===== config.mk =====
export PLATFORM = sky130hd
export DESIGN_NAME = mul_seq_ctrl_flat
export DESIGN_NICKNAME = d
export VERILOG_FILES = /design/src/rtl/mul_pkg.sv /design/src/rtl/mul_seq_ctrl_if.sv /design/src/rtl/mul2.sv /design/src/rtl/mul_seq_ctrl.sv /design/src/flat_wrapper.sv
export SDC_FILE = /design/constraint.sdc
export NUM_CORES = 1
export LEC_CHECK = 0
export ABC_AREA = 1
export BUFFER_PORTS_ARGS = -buffer_cell sky130_fd_sc_hd__buf_2
export CAP_MARGIN = 20
export CELL_PAD_IN_SITES_DETAIL_PLACEMENT = 2
export CELL_PAD_IN_SITES_GLOBAL_PLACEMENT = 2
export CORE_UTILIZATION = 35
export CTS_CLUSTER_DIAMETER = 200
export CTS_CLUSTER_SIZE = 40
export DETAILED_ROUTE_END_ITERATION = 7
export PLACE_DENSITY = 0.91
export SETUP_SLACK_MARGIN = 0.3
export SLEW_MARGIN = 20
export SYNTH_ARGS = -nofsm -noshare
export SYNTH_HDL_FRONTEND = slang
export SYNTH_SLANG_ARGS = --single-unit
export TNS_END_PERCENT = 1

===== constraint.sdc =====
create_clock -name clk -period 15 [get_ports clk]
set_input_delay 1.5 -clock clk [delete_from_list [all_inputs] [get_ports clk]]
set_output_delay 1.5 -clock clk [all_outputs]
set_load 0.05 [all_outputs]

===== src/rtl/mul_pkg.sv =====
// mul_pkg: shared constants and helpers for the sequential multiply controller.
package mul_pkg;
    localparam int MUL_DW = 32;
    localparam int MUL_PW = 64;
    localparam int MUL_LAT = 6;
    localparam logic [1:0] S_IDLE = 2'd0;
    localparam logic [1:0] S_CALC = 2'd1;
    localparam logic [1:0] S_FIX = 2'd2;
    localparam logic [1:0] S_DONE = 2'd3;
    // The most negative value maps onto itself, which is the correct unsigned magnitude.
    function automatic logic [MUL_DW-1:0] abs_dw(input logic [MUL_DW-1:0] x);
        return x[MUL_DW-1] ? -x : x;
    endfunction
endpackage


===== src/rtl/mul_seq_ctrl_if.sv =====
// mul_seq_ctrl_if: issue/result handshake between EX-stage issue logic and the multiply controller.
interface mul_seq_ctrl_if import mul_pkg::*; #(parameter int DW = MUL_DW);
    logic start_i;
    logic signed_i;
    logic cancel_i;
    logic [DW-1:0] a_i;
    logic [DW-1:0] b_i;
    logic ready_o;
    logic busy_o;
    logic done_o;
    logic [DW-1:0] hi_o;
    logic [DW-1:0] lo_o;
    modport master(output start_i, signed_i, cancel_i, a_i, b_i,
                   input ready_o, busy_o, done_o, hi_o, lo_o);
    modport slave(input start_i, signed_i, cancel_i, a_i, b_i,
                  output ready_o, busy_o, done_o, hi_o, lo_o);
endinterface


===== src/rtl/mul2.sv =====
// mul2: 16x16 unsigned combinational multiplier.
module mul2 (
    input  logic [15:0] a,
    input  logic [15:0] b,
    output logic [31:0] p
);
    assign p = a * b;
endmodule


===== src/rtl/mul_seq_ctrl.sv =====
// mul_seq_ctrl: 32x32 MULT/MULTU built from four 16x16 partial products on one shared multiplier.
module mul_seq_ctrl import mul_pkg::*; #(
    parameter int DW = MUL_DW,
    parameter int PW = MUL_PW
) (
    input logic clk,
    input logic rst,
    mul_seq_ctrl_if.slave bus
);
    logic [1:0] state;
    logic [1:0] cnt;
    logic [DW-1:0] mag_a;
    logic [DW-1:0] mag_b;
    logic [DW-1:0] pp;
    logic neg;
    logic [PW-1:0] acc;
    logic [PW-1:0] pp_sh;
    logic [PW-1:0] prod;
    logic [15:0] op_a;
    logic [15:0] op_b;
    logic [5:0] sh;
    logic ready;

    // cnt[1] selects the high half of a, cnt[0] the high half of b.
    always_comb begin
        op_a = cnt[1] ? mag_a[31:16] : mag_a[15:0];
        op_b = cnt[0] ? mag_b[31:16] : mag_b[15:0];
        sh = (cnt == 2'd0) ? 6'd0 : (cnt == 2'd3) ? 6'd32 : 6'd16;
        pp_sh = {{(PW-DW){1'b0}}, pp} << sh;
        prod = neg ? ~acc + PW'(1) : acc;
    end

    mul2 u_mul2 (.a(op_a), .b(op_b), .p(pp));

    assign ready = (state == S_IDLE) || (state == S_DONE);
    assign bus.ready_o = ready;
    assign bus.busy_o = !ready;
    assign bus.done_o = (state == S_DONE);

    always_ff @(posedge clk) begin
        if (rst) begin
            state <= S_IDLE;
            cnt <= 2'd0;
            acc <= '0;
            mag_a <= '0;
            mag_b <= '0;
            neg <= 1'b0;
            bus.hi_o <= '0;
            bus.lo_o <= '0;
        end else if (bus.cancel_i) begin
            state <= S_IDLE;
        end else begin
            case (state)
                S_IDLE, S_DONE: begin
                    if (bus.start_i) begin
                        mag_a <= bus.signed_i ? abs_dw(bus.a_i) : bus.a_i;
                        mag_b <= bus.signed_i ? abs_dw(bus.b_i) : bus.b_i;
                        neg <= bus.signed_i & (bus.a_i[DW-1] ^ bus.b_i[DW-1]);
                        acc <= '0;
                        cnt <= 2'd0;
                        state <= S_CALC;
                    end else begin
                        state <= S_IDLE;
                    end
                end
                S_CALC: begin
                    acc <= acc + pp_sh;
                    cnt <= cnt + 2'd1;
                    if (cnt == 2'd3) state <= S_FIX;
                end
                S_FIX: begin
                    {bus.hi_o, bus.lo_o} <= prod;
                    state <= S_DONE;
                end
                default: state <= S_IDLE;
            endcase
        end
    end
endmodule


===== src/flat_wrapper.sv =====
// flat-port wrapper written by rule: the top's interface ports become plain ports
module mul_seq_ctrl_flat import mul_pkg::*;
#(
    parameter int DW = MUL_DW,
    parameter int PW = MUL_PW
)
  (clk, rst, bus_start_i, bus_signed_i, bus_cancel_i, bus_a_i, bus_b_i, bus_ready_o, bus_busy_o, bus_done_o, bus_hi_o, bus_lo_o);
  mul_seq_ctrl_if #(.DW(DW)) bus_i ();
  input logic clk;
  input logic rst;
  input wire logic [$bits(bus_i.start_i)-1:0] bus_start_i;
  input wire logic [$bits(bus_i.signed_i)-1:0] bus_signed_i;
  input wire logic [$bits(bus_i.cancel_i)-1:0] bus_cancel_i;
  input wire logic [$bits(bus_i.a_i)-1:0] bus_a_i;
  input wire logic [$bits(bus_i.b_i)-1:0] bus_b_i;
  output wire logic [$bits(bus_i.ready_o)-1:0] bus_ready_o;
  output wire logic [$bits(bus_i.busy_o)-1:0] bus_busy_o;
  output wire logic [$bits(bus_i.done_o)-1:0] bus_done_o;
  output wire logic [$bits(bus_i.hi_o)-1:0] bus_hi_o;
  output wire logic [$bits(bus_i.lo_o)-1:0] bus_lo_o;
  assign bus_i.start_i = bus_start_i;
  assign bus_i.signed_i = bus_signed_i;
  assign bus_i.cancel_i = bus_cancel_i;
  assign bus_i.a_i = bus_a_i;
  assign bus_i.b_i = bus_b_i;
  assign bus_ready_o = bus_i.ready_o;
  assign bus_busy_o = bus_i.busy_o;
  assign bus_done_o = bus_i.done_o;
  assign bus_hi_o = bus_i.hi_o;
  assign bus_lo_o = bus_i.lo_o;
  mul_seq_ctrl #(.DW(DW), .PW(PW)) u_core (.clk(clk), .rst(rst), .bus(bus_i));
endmodule

==> results.toml <==
[run_status]
status = "finished clean"

[sta]
timing.final.crit_share_pct = 76.6
slew_violations = 0
hold_violations = 0
fin_skew_ns = 0.0245
finalSetupTns_ns = 0
maxSlewHeadroom_pct = 22.3
fmax_mhz = 87.0
rsz0062_at_grt = "no"
worstMarginPinSlew_ns = 1.17
setup_viol = 0
min_period_ns = 11.50

[synth]
synth_top_area_cell = "dfxtp_1"
yosysUniqueCellTypes = 66
post_synth.cell_area_avg_um2 = 6.62
syn-num-nets = 4112
yosysMostFrequentCell = "nand2_1"
yosysWarnings = 0
ys_ff_latch = 197
syn-cell-area_mm2 = 0.0243
synthCells = 3673
async_flop_share_pct = 0
yosysTopAreaCellShare_pct = 16.2
ys.flop_type = "dfxtp_1"
synth.area.top_cells = "dfxtp_1 16%, fa_1 16%, nand2_1 12%"
synthTopCellsByCount = "749 x nand2_1, 588 x inv_1, 478 x nor2_1, 298 x a21oi_1, 231 x o21ai_0"
ys_seq_area_share_pct = 16.2
synth_edf_count = 0

[critical_path]
worst_ep_required_time_ns = 15.41
reg2reg_depth = 36
r2r_start = "u_core.cnt[1]"
r2r_end = "u_core.acc[52]"
endpoint_kind = "flip-flop"
reg2reg_slack_ns = 3.50
slowest_stage = "dfxtp_1"
start_kind = "flip-flop"
max_stage_delay_ns = 0.90
critPathArrivalTime_ns = 11.91
cp_common_cell = "inv_1"
cp_max_fo = 22
setup.worst_path.class = "flip-flop to flip-flop"

[clock_tree]
path_clk_slew_ns = 0.10
cts_resized = 0
clock_latency_ns = 0.52
cts_tree = "done"
ctsLongestPathBuffers = 2
cts-htree-levels = 4
clock-root-buffer = "clkbuf_16"
post_cts_buffers = 0
holdBufCountCts = 0
cts.sinks = 197
cts_buffers = 17

[pwr]
power_w = 0.00182
max-vdd-ir-drop_mv = 0.0861
p_per_area_mw_per_mm2 = 68.4
leakage_nw = 13.1

[route]
route.detailed.drc = 0
drt_first_pass_iters = 6
drt-initial-drc-count = 1835
antenna_left = 0
vias = 27400
viasPerCell = 5.84
wl_um = 131000
routedWlPerCell_um = 27.9

[die]
placement_rows = 96
pin_count = 136
die-area_mm2 = 0.0705
initial_core_util_pct = 35.4
fp.dieH_um = 266
die_x_um = 266
core-area_mm2 = 0.0687

[final_layout]
layout.nets = 4184
syn2layout_area_growth_pct = 9.50
fin_area_mm2 = 0.0266
layout.cells.non_filler = 4689
drive_above_1_share_pct = 8.01
num_antenna_cells = 0

[place]
io_buffers = 135
placed_cell_area_mm2 = 0.0260
dp.cells = 4657
post-dp-hpwl_um = 103000
gp_congestion = 0.981

[grt]
grt_pass1_vias = 31000
antenna_found_initial = 0
gr-usage-all-layers_pct = 37.1
grt_max_degree = 109
grt_pass1_wl_um = 196000
gr-total-overflow = 0

[hold_path]
whs_endpoint = "u_core.bus.lo_o[13]"
worstHoldPathCells = 2
min_from = "u_core.bus.lo_o[13]"
hp-class = "flip-flop to flip-flop"

[job]
cap_violations = 0
==> worst max-delay path by stage <==
stage / startpoint / end / slack, ns
3_5_place_dp: u_core.cnt[0] / u_core.acc[50] / 4.07
6_report: u_core.cnt[1] / u_core.acc[52] / 3.50
5_1_grt: u_core.cnt[1] / u_core.acc[52] / 3.12
2_1_floorplan: u_core.cnt[0] / u_core.acc[46] / 7.20
3_3_place_gp: u_core.cnt[0] / u_core.acc[50] / 4.59
4_1_cts: u_core.cnt[1] / u_core.acc[50] / 3.99
==> cell type report <==
type / instances / area, um2
fillers: 8454 / 42100
inverters: 606 / 2270
clock inverters: 15 / 230
flip-flops and latches: 197 / 3950
well taps: 931 / 1160
repair buffers: 161 / 873
clock buffers: 17 / 425
multi-input cells: 2762 / 17700
==> critical path: cells and delay by family (launching register included) <==
| family | cells | cell delay (ns) |
|---|---|---|
| AOI/OAI and AO/OA | 11 | 2.96 |
| xor gates and xnor gates | 1 | 0.37 |
| adders and majority gates | 8 | 3.88 |
| buffers and inverters | 9 | 1.61 |
| DFF | 1 | 0.90 |
| and+or+nand+nor | 7 | 1.62 |
==> registers in the layout, indices dropped and copies added, names as in the netlist <==
register / cells
u_core.mag_a: 32
u_core.mag_b: 32
u_core.cnt: 2
u_core.state: 2
u_core.acc: 64
u_core.neg: 1
u_core.bus.hi_o: 32
u_core.bus.lo_o: 32
==> metal layers <==
layer	global-route usage, %	part of all wire [%]	vias up
li1	-	-	11900
met1	38.9	36	13800
met2	64.9	49	1172
met3	7.58	6.1	575
met4	29.3	8.8	0
met5	0	0	-
==> stage by stage <==
step | utilization, % | setup WS [ns] | hold WS, ns
finish | 38.7 | 3.50 | 0.507
global route | 38.7 | 3.12 | 0.535
CTS | 38.7 | 3.99 | 0.516
detailed placement | 37.8 | 4.07 | 0.485
global placement | 37.8 | 4.59 | 0.479
floorplan | - | 7.20 | 0.441
==> power by group <==
group          internal, W  switching [W]  leakage (nW)  total (W)
combinational     0.000203       0.000528          11.2   0.000731
clock             0.000246       0.000288         0.311   0.000534
sequential        0.000540      0.0000159          1.60   0.000556
==> kinds of logic after synthesis <==
| group | after synthesis | share of synthesized area (%) |
|---|---|---|
| AND/OR/NAND/NOR | 1579 | 27.6 |
| buffers and inverters | 714 | 11.1 |
| AO/OA/AOI/OAI | 712 | 16.3 |
| adder cells (fa/ha/maj) | 370 | 25.1 |
| flip-flops | 197 | 16.2 |
| XOR/XNOR | 99 | 3.57 |
| multiplexers | 2 | 0.0824 |
==> cells in the final DEF, fill, tap and decap left out, drive strengths merged, types with 8 or more instances in the layout <==
cell / netlist / final
nand2: 758 / 758
inv: 593 / 595
nor2: 486 / 486
a21oi: 300 / 300
o21ai: 276 / 276
dfxtp: 197 / 197
fa: 195 / 195
ha: 175 / 175
buf: 16 / 161
nand3: 159 / 159
xor2: 70 / 70
or2: 55 / 55
nor3: 55 / 55
xnor2: 29 / 29
nand4: 28 / 28
o211ai: 27 / 27
clkinv: 13 / 25
o221ai: 21 / 21
nor4: 21 / 21
a21o: 20 / 20
o21bai: 18 / 18
clkbuf: 91 / 17
a31oi: 17 / 17
o21a: 11 / 11
nand3b: 8 / 8
No activity file was read; power rests on OpenSTA's default activity.
